### src/rtl/quadrature_input_conditioner.sv
// Encoder front end: two-flop synchronisers, per-channel stability filters, 4x quadrature decode,
// signed position count, sticky illegal-transition tracking and a small read-only register port.
module quadrature_input_conditioner #(
  parameter int unsigned FILTER_CYCLES = 4,
  parameter int unsigned POS_WIDTH     = 32
) (
  input  logic                        clk,
  input  logic                        rst_n,
  input  logic                        A,
  input  logic                        B,
  input  logic                        clear_pos,
  input  logic [15:0]                 addr,
  input  logic                        cs,
  input  logic                        rd,
  output logic [31:0]                 data_out,
  output logic                        A_filt,
  output logic                        B_filt,
  output logic                        step_pulse,
  output logic                        step_dir,
  output logic signed [POS_WIDTH-1:0] position,
  output logic                        err_flag
);

  localparam logic [8:0]           FiltLimit = 9'(FILTER_CYCLES);
  localparam logic [POS_WIDTH-1:0] PosOne    = POS_WIDTH'(1);

  // Channel pairs are packed as {A, B} everywhere below.
  logic [1:0] sync1_q, sync2_q;
  logic [1:0] filt_q, filt_d;
  logic [1:0] prev_q;
  logic [7:0] cnt_q   [2];
  logic [7:0] cnt_d   [2];
  logic [8:0] cnt_inc [2];

  logic                        step_pulse_q, step_pulse_d;
  logic                        step_dir_q, step_dir_d;
  logic signed [POS_WIDTH-1:0] position_q, position_d;
  logic                        err_flag_q, err_flag_d;
  logic [7:0]                  err_count_q, err_count_d;
  logic [31:0]                 data_out_q, data_out_d;

  logic        step_fwd, step_rev, illegal;
  logic        rd_en, rd_status;
  logic [31:0] pos_ext, status;

  function automatic logic [1:0] fwd_next(input logic [1:0] s);
    logic [1:0] n;
    unique case (s)
      2'b00:   n = 2'b10;
      2'b10:   n = 2'b11;
      2'b11:   n = 2'b01;
      default: n = 2'b00;
    endcase
    return n;
  endfunction

  // A filtered channel only follows its synced input after FILTER_CYCLES unbroken clocks.
  always_comb begin
    for (int i = 0; i < 2; i++) begin
      cnt_inc[i] = {1'b0, cnt_q[i]} + 9'd1;
      cnt_d[i]   = '0;
      filt_d[i]  = filt_q[i];
      if (sync2_q[i] != filt_q[i]) begin
        if (cnt_inc[i] == FiltLimit) begin
          filt_d[i] = sync2_q[i];
        end else begin
          cnt_d[i] = cnt_inc[i][7:0];
        end
      end
    end
  end

  always_comb begin
    step_fwd = (filt_q == fwd_next(prev_q));
    step_rev = (prev_q == fwd_next(filt_q));
    illegal  = ((filt_q ^ prev_q) == 2'b11);

    step_pulse_d = step_fwd | step_rev;
    step_dir_d   = step_dir_q;
    position_d   = position_q;
    if (step_fwd) begin
      step_dir_d = 1'b1;
      position_d = position_q + PosOne;
    end else if (step_rev) begin
      step_dir_d = 1'b0;
      position_d = position_q - PosOne;
    end
    if (clear_pos) begin
      position_d = '0;
    end
  end

  always_comb begin
    rd_en     = cs & rd;
    rd_status = rd_en && (addr == 16'h0001);
    pos_ext   = 32'(position_q);
    status    = {20'b0, filt_q[0], filt_q[1], step_dir_q, err_flag_q, err_count_q};

    // A status read clears the error state, but an illegal transition on the same edge survives.
    err_flag_d  = err_flag_q;
    err_count_d = err_count_q;
    if (rd_status) begin
      err_flag_d  = illegal;
      err_count_d = illegal ? 8'd1 : 8'd0;
    end else if (illegal) begin
      err_flag_d  = 1'b1;
      err_count_d = (err_count_q == 8'hFF) ? err_count_q : err_count_q + 8'd1;
    end

    data_out_d = data_out_q;
    if (rd_en) begin
      case (addr)
        16'h0000: data_out_d = pos_ext;
        16'h0001: data_out_d = status;
        default:  data_out_d = '0;
      endcase
    end
  end

  always_ff @(posedge clk) begin
    if (!rst_n) begin
      sync1_q      <= '0;
      sync2_q      <= '0;
      filt_q       <= '0;
      prev_q       <= '0;
      cnt_q[0]     <= '0;
      cnt_q[1]     <= '0;
      step_pulse_q <= 1'b0;
      step_dir_q   <= 1'b0;
      position_q   <= '0;
      err_flag_q   <= 1'b0;
      err_count_q  <= '0;
      data_out_q   <= '0;
    end else begin
      sync1_q      <= {A, B};
      sync2_q      <= sync1_q;
      filt_q       <= filt_d;
      prev_q       <= filt_q;
      cnt_q[0]     <= cnt_d[0];
      cnt_q[1]     <= cnt_d[1];
      step_pulse_q <= step_pulse_d;
      step_dir_q   <= step_dir_d;
      position_q   <= position_d;
      err_flag_q   <= err_flag_d;
      err_count_q  <= err_count_d;
      data_out_q   <= data_out_d;
    end
  end

  assign data_out   = data_out_q;
  assign A_filt     = filt_q[1];
  assign B_filt     = filt_q[0];
  assign step_pulse = step_pulse_q;
  assign step_dir   = step_dir_q;
  assign position   = position_q;
  assign err_flag   = err_flag_q;

endmodule

### config.mk
export PLATFORM = sky130hd
export DESIGN_NAME = quadrature_input_conditioner
export DESIGN_NICKNAME = d
export VERILOG_FILES = /design/src/rtl/quadrature_input_conditioner.sv
export SDC_FILE = /design/constraint.sdc
export NUM_CORES = 1
export LEC_CHECK = 0
export ABC_CLOCK_PERIOD_IN_PS = 4100
export CAP_MARGIN = 10
export CORE_MARGIN = 2
export CORE_UTILIZATION = 60
export CTS_CLUSTER_SIZE = 28
export DETAILED_ROUTE_END_ITERATION = 12
export DONT_BUFFER_PORTS = 1
export GPL_TIMING_DRIVEN = 1
export PLACE_DENSITY = 0.83
export RECOVER_POWER = 100
export SLEW_MARGIN = 20
export SYNTH_ARGS = -nofsm -noshare
export SYNTH_HDL_FRONTEND = slang
export SYNTH_SLANG_ARGS = --single-unit
### constraint.sdc
create_clock -name clk -period 4.1 [get_ports clk]
set_input_delay 0.82 -clock clk [delete_from_list [all_inputs] [get_ports clk]]
set_output_delay 0.82 -clock clk [all_outputs]
set_load 0.02 [all_outputs]
After elaboration in Yosys (flattened, before gate mapping)
Memories as Yosys holds them, arrays and structs flattened.
Cells that the tools add are included.
Operators by class
  add/subtract/negate cells: 5
  equality and inequality tests: 14
  reduce and logical (&&, ||, !) cells: 10
  muxes and demuxes: 21
  bitwise logic cells: 6
Operators with widths (count)
  two-way mux 8 bit: 9
  two-way mux 32 bit: 2
  case mux 32 bit (2 select lines): 1
  adder 32 x 1 -> 32 bit (second input constant): 1
  subtractor 32 x 1 -> 32 bit (second input constant): 1
  adder 8 x 1 -> 9 bit (second input constant): 2
  equality test 9 x 3 -> 1 bit (second input constant): 2
  equality test 16 x 1 -> 1 bit (second input constant): 1
  zero test 16 bit: 1
  case mux 2 bit (3 select lines): 2
  equality test 2 bit (second input constant): 5
  adder 8 x 1 -> 8 bit (second input constant): 1
  equality test 8 bit (second input constant): 1
  two-way mux 1 bit: 7
  AND reduction 2 bit: 3
  equality test 2 bit: 2
  zero test 2 bit: 2
  nonzero test 2 bit: 2
  OR 1 bit: 3
  inequality test 1 bit: 2
  inequality test 2 bit (second input constant): 1
  OR reduction 2 bit: 1
  bitwise XOR 2 bit: 1
  bitwise AND 1 bit: 1
  2 further kinds: 2
Word-level totals
  RAM bits: 16
  memories: 1
  output and inout bits: 69
  bits of input ports: 23
  register bits after elaboration: 83
Memories
  cnt_q: depth 2, width 8, rd ports 2, clocked after memory_dff 0, write ports 2, RTL line 31  | logic [7:0] cnt_q [2];

Depth between registers and ports, before layout
An unclocked memory read counts as a cell.
  depth after elaboration: 6
  gate-level depth with buffers: 14
  mapped depth without buffers: 12

Worst setup path after synthesis
Ideal clock, no wire load.
  kind: flip-flop to flip-flop
  from: reg filt_q[0]
  to: reg position_q[23] (netlist: position[23])
  path buffers: 2
  data arrival time: 2.934 ns
  data required time: 3.978 ns
  stages on the path, launching flop included: 14
  library setup time: 0.122 ns
  setup slack: 1.044 ns
  path through: dfxtp_1 buf_2 xor2_1 or2_1 buf_6 ha_1 a21o_1 o21bai_2 o221ai_1 o211ai_2 o211ai_1 nor3_1 mux2i_1 a311o_1
On the way
  word-level cells in the longest chain between the ends: 4
  elaborated cells on any way between the ends: 8
  classes of those cells: eq/ne: 4; mux: 2; reduce/logical: 2
Ends and longest elaborated chain
  start: declaration: RTL line 29  | logic [1:0] filt_q, filt_d;
  start signal: assignment: RTL line 137  | filt_q <= filt_d;
  equality test 2 bit or zero test 2 bit (tied branches): RTL line 48  | unique case (s)
  case mux 2 bit (3 select lines): RTL line 48
  equality test 2 bit: RTL line 75  | step_rev = (prev_q == fwd_next(filt_q));
  nonzero test 2 bit (no source line)
  end signal: assignment: RTL line 143  | position_q <= position_d;
  end: declaration: RTL line 37  | logic signed [POS_WIDTH-1:0] position_q, position_d;
Several ways; a longest one is shown, not always the timed one.
A chain may end at the register's enable or synchronous reset.

Worst setup path in the final report
  from: reg prev_q[1]
  to: reg position_q[25] (netlist: position[25])
On the way
  word-level cells in the longest chain between the ends: 4
  elaborated cells on any way between the ends: 8
  classes of those cells: eq/ne: 4; mux: 2; reduce/logical: 2
Ends and longest elaborated chain
  start: declaration: RTL line 30  | logic [1:0] prev_q;
  start signal: assignment: RTL line 138  | prev_q <= filt_q;
  equality test 2 bit or zero test 2 bit (tied branches): RTL line 48
  case mux 2 bit (3 select lines): RTL line 48
  equality test 2 bit: RTL line 74  | step_fwd = (filt_q == fwd_next(prev_q));
  two-way mux 32 bit or nonzero test 2 bit (tied branches)
Several ways; a longest one is shown, not always the timed one.

==> impl_metrics.csv <==
group,metric,value,unit
die,coreArea,0.00920,mm²
global_routing,grt_overflow,0,
cts,clkTransAtPathRegs,0.11,ns
setup_path,crit_slowest_cell,"and2_1",
global_routing,grt_pass1_vias,4624,
setup_path,reg2reg_depth,9,
detailed_routing,drt_wl_total,14600,µm
setup_path,worst_path_dominant_cell_family,"simple AND/OR/NAND/NOR gates",
cts,postCtsHoldBufs,0,
die,die_width,101,µm
setup_path,end_kind,"flip-flop",
synthesis,commonest_cells_post_synth,"99 x dfxtp_1, 72 x nand2_1, 48 x nor2_1",
global_routing,grt_first_pass_wirelength,23400,µm
placed_design,placement.cell_area,0.00570,mm²
detailed_routing,routedWlPerCell,19.0,µm
setup_path,total_buffers_and_inverters_traversed_by_the_critical_path,1,
final_layout,flow.area_growth_from_synthesis,3.63,%
final_layout,fin_cells,771,
die,row_count,35,
synthesis,synth-seq-area-share,35.0,%
setup_path,critical_path_cell_count,9,
setup_path,timing.critical_path.fanout_max,35,
global_routing,grt_start_max_net_pins,53,
timing,max_clock_freq,275,MHz
die,boundaryPins,92,
global_routing,globalRouteTotalUtil,28.6,%
cts,cts_buffers,9,
cts,cts_repair_resize_count,0,
setup_path,crit_path_cell_trace,"xor2_1 -> or2_1 -> buf_4 -> and2_1 -> nor2_1 -> nand3_1 -> a21oi_1 -> a31oi_1 -> o311ai_0",
setup_path,critPathMaxStageDelay,1.10,ns
power_and_ir_drop,vdd_ir_drop_max,168,µV
final_layout,area.sequential,0.00198,mm²
flow_run,max_cap_violations,1,
synthesis,ys.warnings.count,0,
timing,min_period,3.64,ns
detailed_routing,drt.antenna.violating_nets,0,
hold_path,hold_crit_depth,1,
hold_path,timing.hold.worst_endpoint,"sync2_q[0]",
cts,htree_num_levels,3,
synthesis,post_synth_instance_area,0.00566,mm²
detailed_routing,routed_via_density,6.45,
die,die-area,0.0102,mm²
cts,clock_path_buffers,2,
setup_path,startpoint_type,"flip-flop",
die,floorplan.initialDensity,61.5,%
placed_design,numPlacedInstances,755,
timing,fin_worst_hold_slack,0.473,ns
final_layout,n_antenna_cell,0,
power_and_ir_drop,report.power.total,1.69,mW
timing,report.final.hold_viol_count,0,
synthesis,synth-edff-count,0,
timing,final_min_period_over_clock_period,88.7,%
cts,cts.root.buffer_cell,"clkbuf_8",
final_layout,finalNetCount,715,
hold_path,worstHoldPathType,"flip-flop to flip-flop",
synthesis,post-synth-top-area-fraction,35.0,%
power_and_ir_drop,power.leakage,2.40,nW
setup_path,r2r_end,"position[25]",
cts,cts_setup_buffers,0,
final_layout,layout-drive-gt1-share,4.85,%
timing,finalSetupTns,0,ns
synthesis,netlist_instances,671,
die,die_h,101,µm
setup_path,timing.setup.critical_path_class,"flip-flop to flip-flop",
placed_design,hpwl_reported_at_the_end_of_detailed_placement,10500,µm
outcome,failed_checks,"capacitance limit, slew limit",
synthesis,mappedNetlistNets,731,
setup_path,critical_path_arrival,3.87,ns
synthesis,async_reset_ff_share,0,%
hold_path,timing.hold.worst.start,"sync1_q[0]",
timing,clock_skews,0.00918,ns
cts,tritoncts_num_sinks,99,
detailed_routing,count_of_vias_placed_by_the_detailed_router,4974,
timing,max_slew.worst_pin.slew,1.59,ns
timing,rsz0062_at_grt,"no",
setup_path,worst-r2r-setup-slack,0.46,ns
synthesis,yosys_register_bits,99,
timing,finalMaxSlewViolations,34,
final_layout,non_filler_cell_area_final,0.00586,mm²
detailed_routing,drt-pass1-iter-count,5,
setup_path,worstReg2RegStart,"prev_q[1]",
synthesis,yosys.area.top_type,"dfxtp_1",
global_routing,number_of_antenna_violations_at_the_first_check_in_global_routing,0,
cts,clk_latency,0.37,ns
synthesis,synthFlopType,"dfxtp_1",
placed_design,globalplace.congestion,0.943,
detailed_routing,drtIter0Drc,408,
synthesis,synthTopCellsByArea,"dfxtp_1 35%, ha_1 8.0%, nand2_1 4.8%",
detailed_routing,drc,0,
final_layout,multi_input_comb_area,0.00343,mm²
setup_path,worst-endpoint-required,4.34,ns
timing,slew-limit-headroom,-6.18,%
timing,setup_viol,0,
final_layout,fillers,774,
synthesis,count_of_different_cell_masters_after_synthesis,65,
placed_design,place.port_buffers,0,
cts,cts_tree,"yes",
synthesis,synth_area_per_cell,8.43,µm²
synthesis,synth.most_common_cell,"dfxtp_1",
outcome,status,"finished with violations",
power_and_ir_drop,p_per_area,288,mW/mm²
## routing by layer
| metal | wire, µm | up-vias | global-route usage [%] |
|---|---|---|---|
| met3 | 1090 | 25 | 6.17 |
| met4 | 218 | 0 | 7.07 |
| li1 | - | 2370 | - |
| met5 | 0 | - | 0 |
| met1 | 6440 | 2397 | 38.3 |
| met2 | 6870 | 182 | 47.1 |
## flip-flops by register name, summed over array words and instances (netlist names)
| register | count |
|---|---|
| data_out | 32 |
| position | 32 |
| cnt_q | 16 |
| err_count_q | 8 |
| filt_q | 2 |
| prev_q | 2 |
| sync1_q | 2 |
| sync2_q | 2 |
| err_flag | 1 |
| step_dir | 1 |
| step_pulse | 1 |
## where the power goes
part	internal [mW]	switching, mW
Clock	0.313	0.379
Sequential	0.963	0.00154
Combinational	0.0104	0.0191
## logic make-up (layout without fill, tap and decap cells)
kind of cell / Yosys count / in the layout / synth area share (%)
buf+inv: 50 / 39 / 3.80
fa+ha+maj: 37 / 37 / 8.32
compound gates: 160 / 160 / 19.4
xor+xnor: 42 / 42 / 6.50
simple gates: 267 / 267 / 24.0
mux: 16 / 16 / 2.92
flops: 99 / 99 / 35.0
## layout make-up
class | count | share of cell area [%]
timing repair buffer | 8 | 0.640
sequential | 99 | 33.8
inverter | 15 | 0.961
clock inverter | 6 | 1.37
clock buffer | 10 | 2.35
tap | 111 | 2.37
multi-input combinational | 522 | 58.5
## how the worst max path moves through the flow
stage	start	endpoint	slack (ns)
finish	prev_q[1]	position[25]	0.46
floorplan	filt_q[0]	position[23]	1.04
global route	prev_q[1]	position[25]	0.23
CTS	prev_q[1]	position[28]	0.63
global placement	prev_q[1]	position[18]	0.81
detailed placement	prev_q[1]	position[28]	0.67
## through the flow
stage / setup WS, ns / util (%)
final: 0.462 / 63.7
after global routing: 0.230 / 63.7
after floorplan: 1.04 / -
after global placement: 0.810 / 61.9
after CTS: 0.633 / 64.3
after detailed placement: 0.666 / 61.9
## placed cells by master, fill, tap and decap left out, drive strengths merged, types with 3 or more instances in the layout
master,netlist,final
o21a,7,7
mux2i,15,15
o21ai,28,28
or2,4,4
xnor2,13,13
a21o,17,17
nor4,8,8
or3,3,3
nand3,33,33
nand4,16,16
nand2,72,72
nor2,49,49
a31oi,6,6
o211ai,7,7
dfxtp,99,99
or4,3,3
o21bai,6,6
ha,36,36
and3,9,9
nor2b,25,25
a22oi,20,20
a211oi,3,3
xor2,29,29
and2,24,24
nor3,10,10
clkbuf,25,16
a221oi,3,3
nand3b,4,4
o311ai,4,4
inv,15,18
a21boi,4,4
a21oi,41,41
No activity file was read; power rests on OpenSTA's default activity.
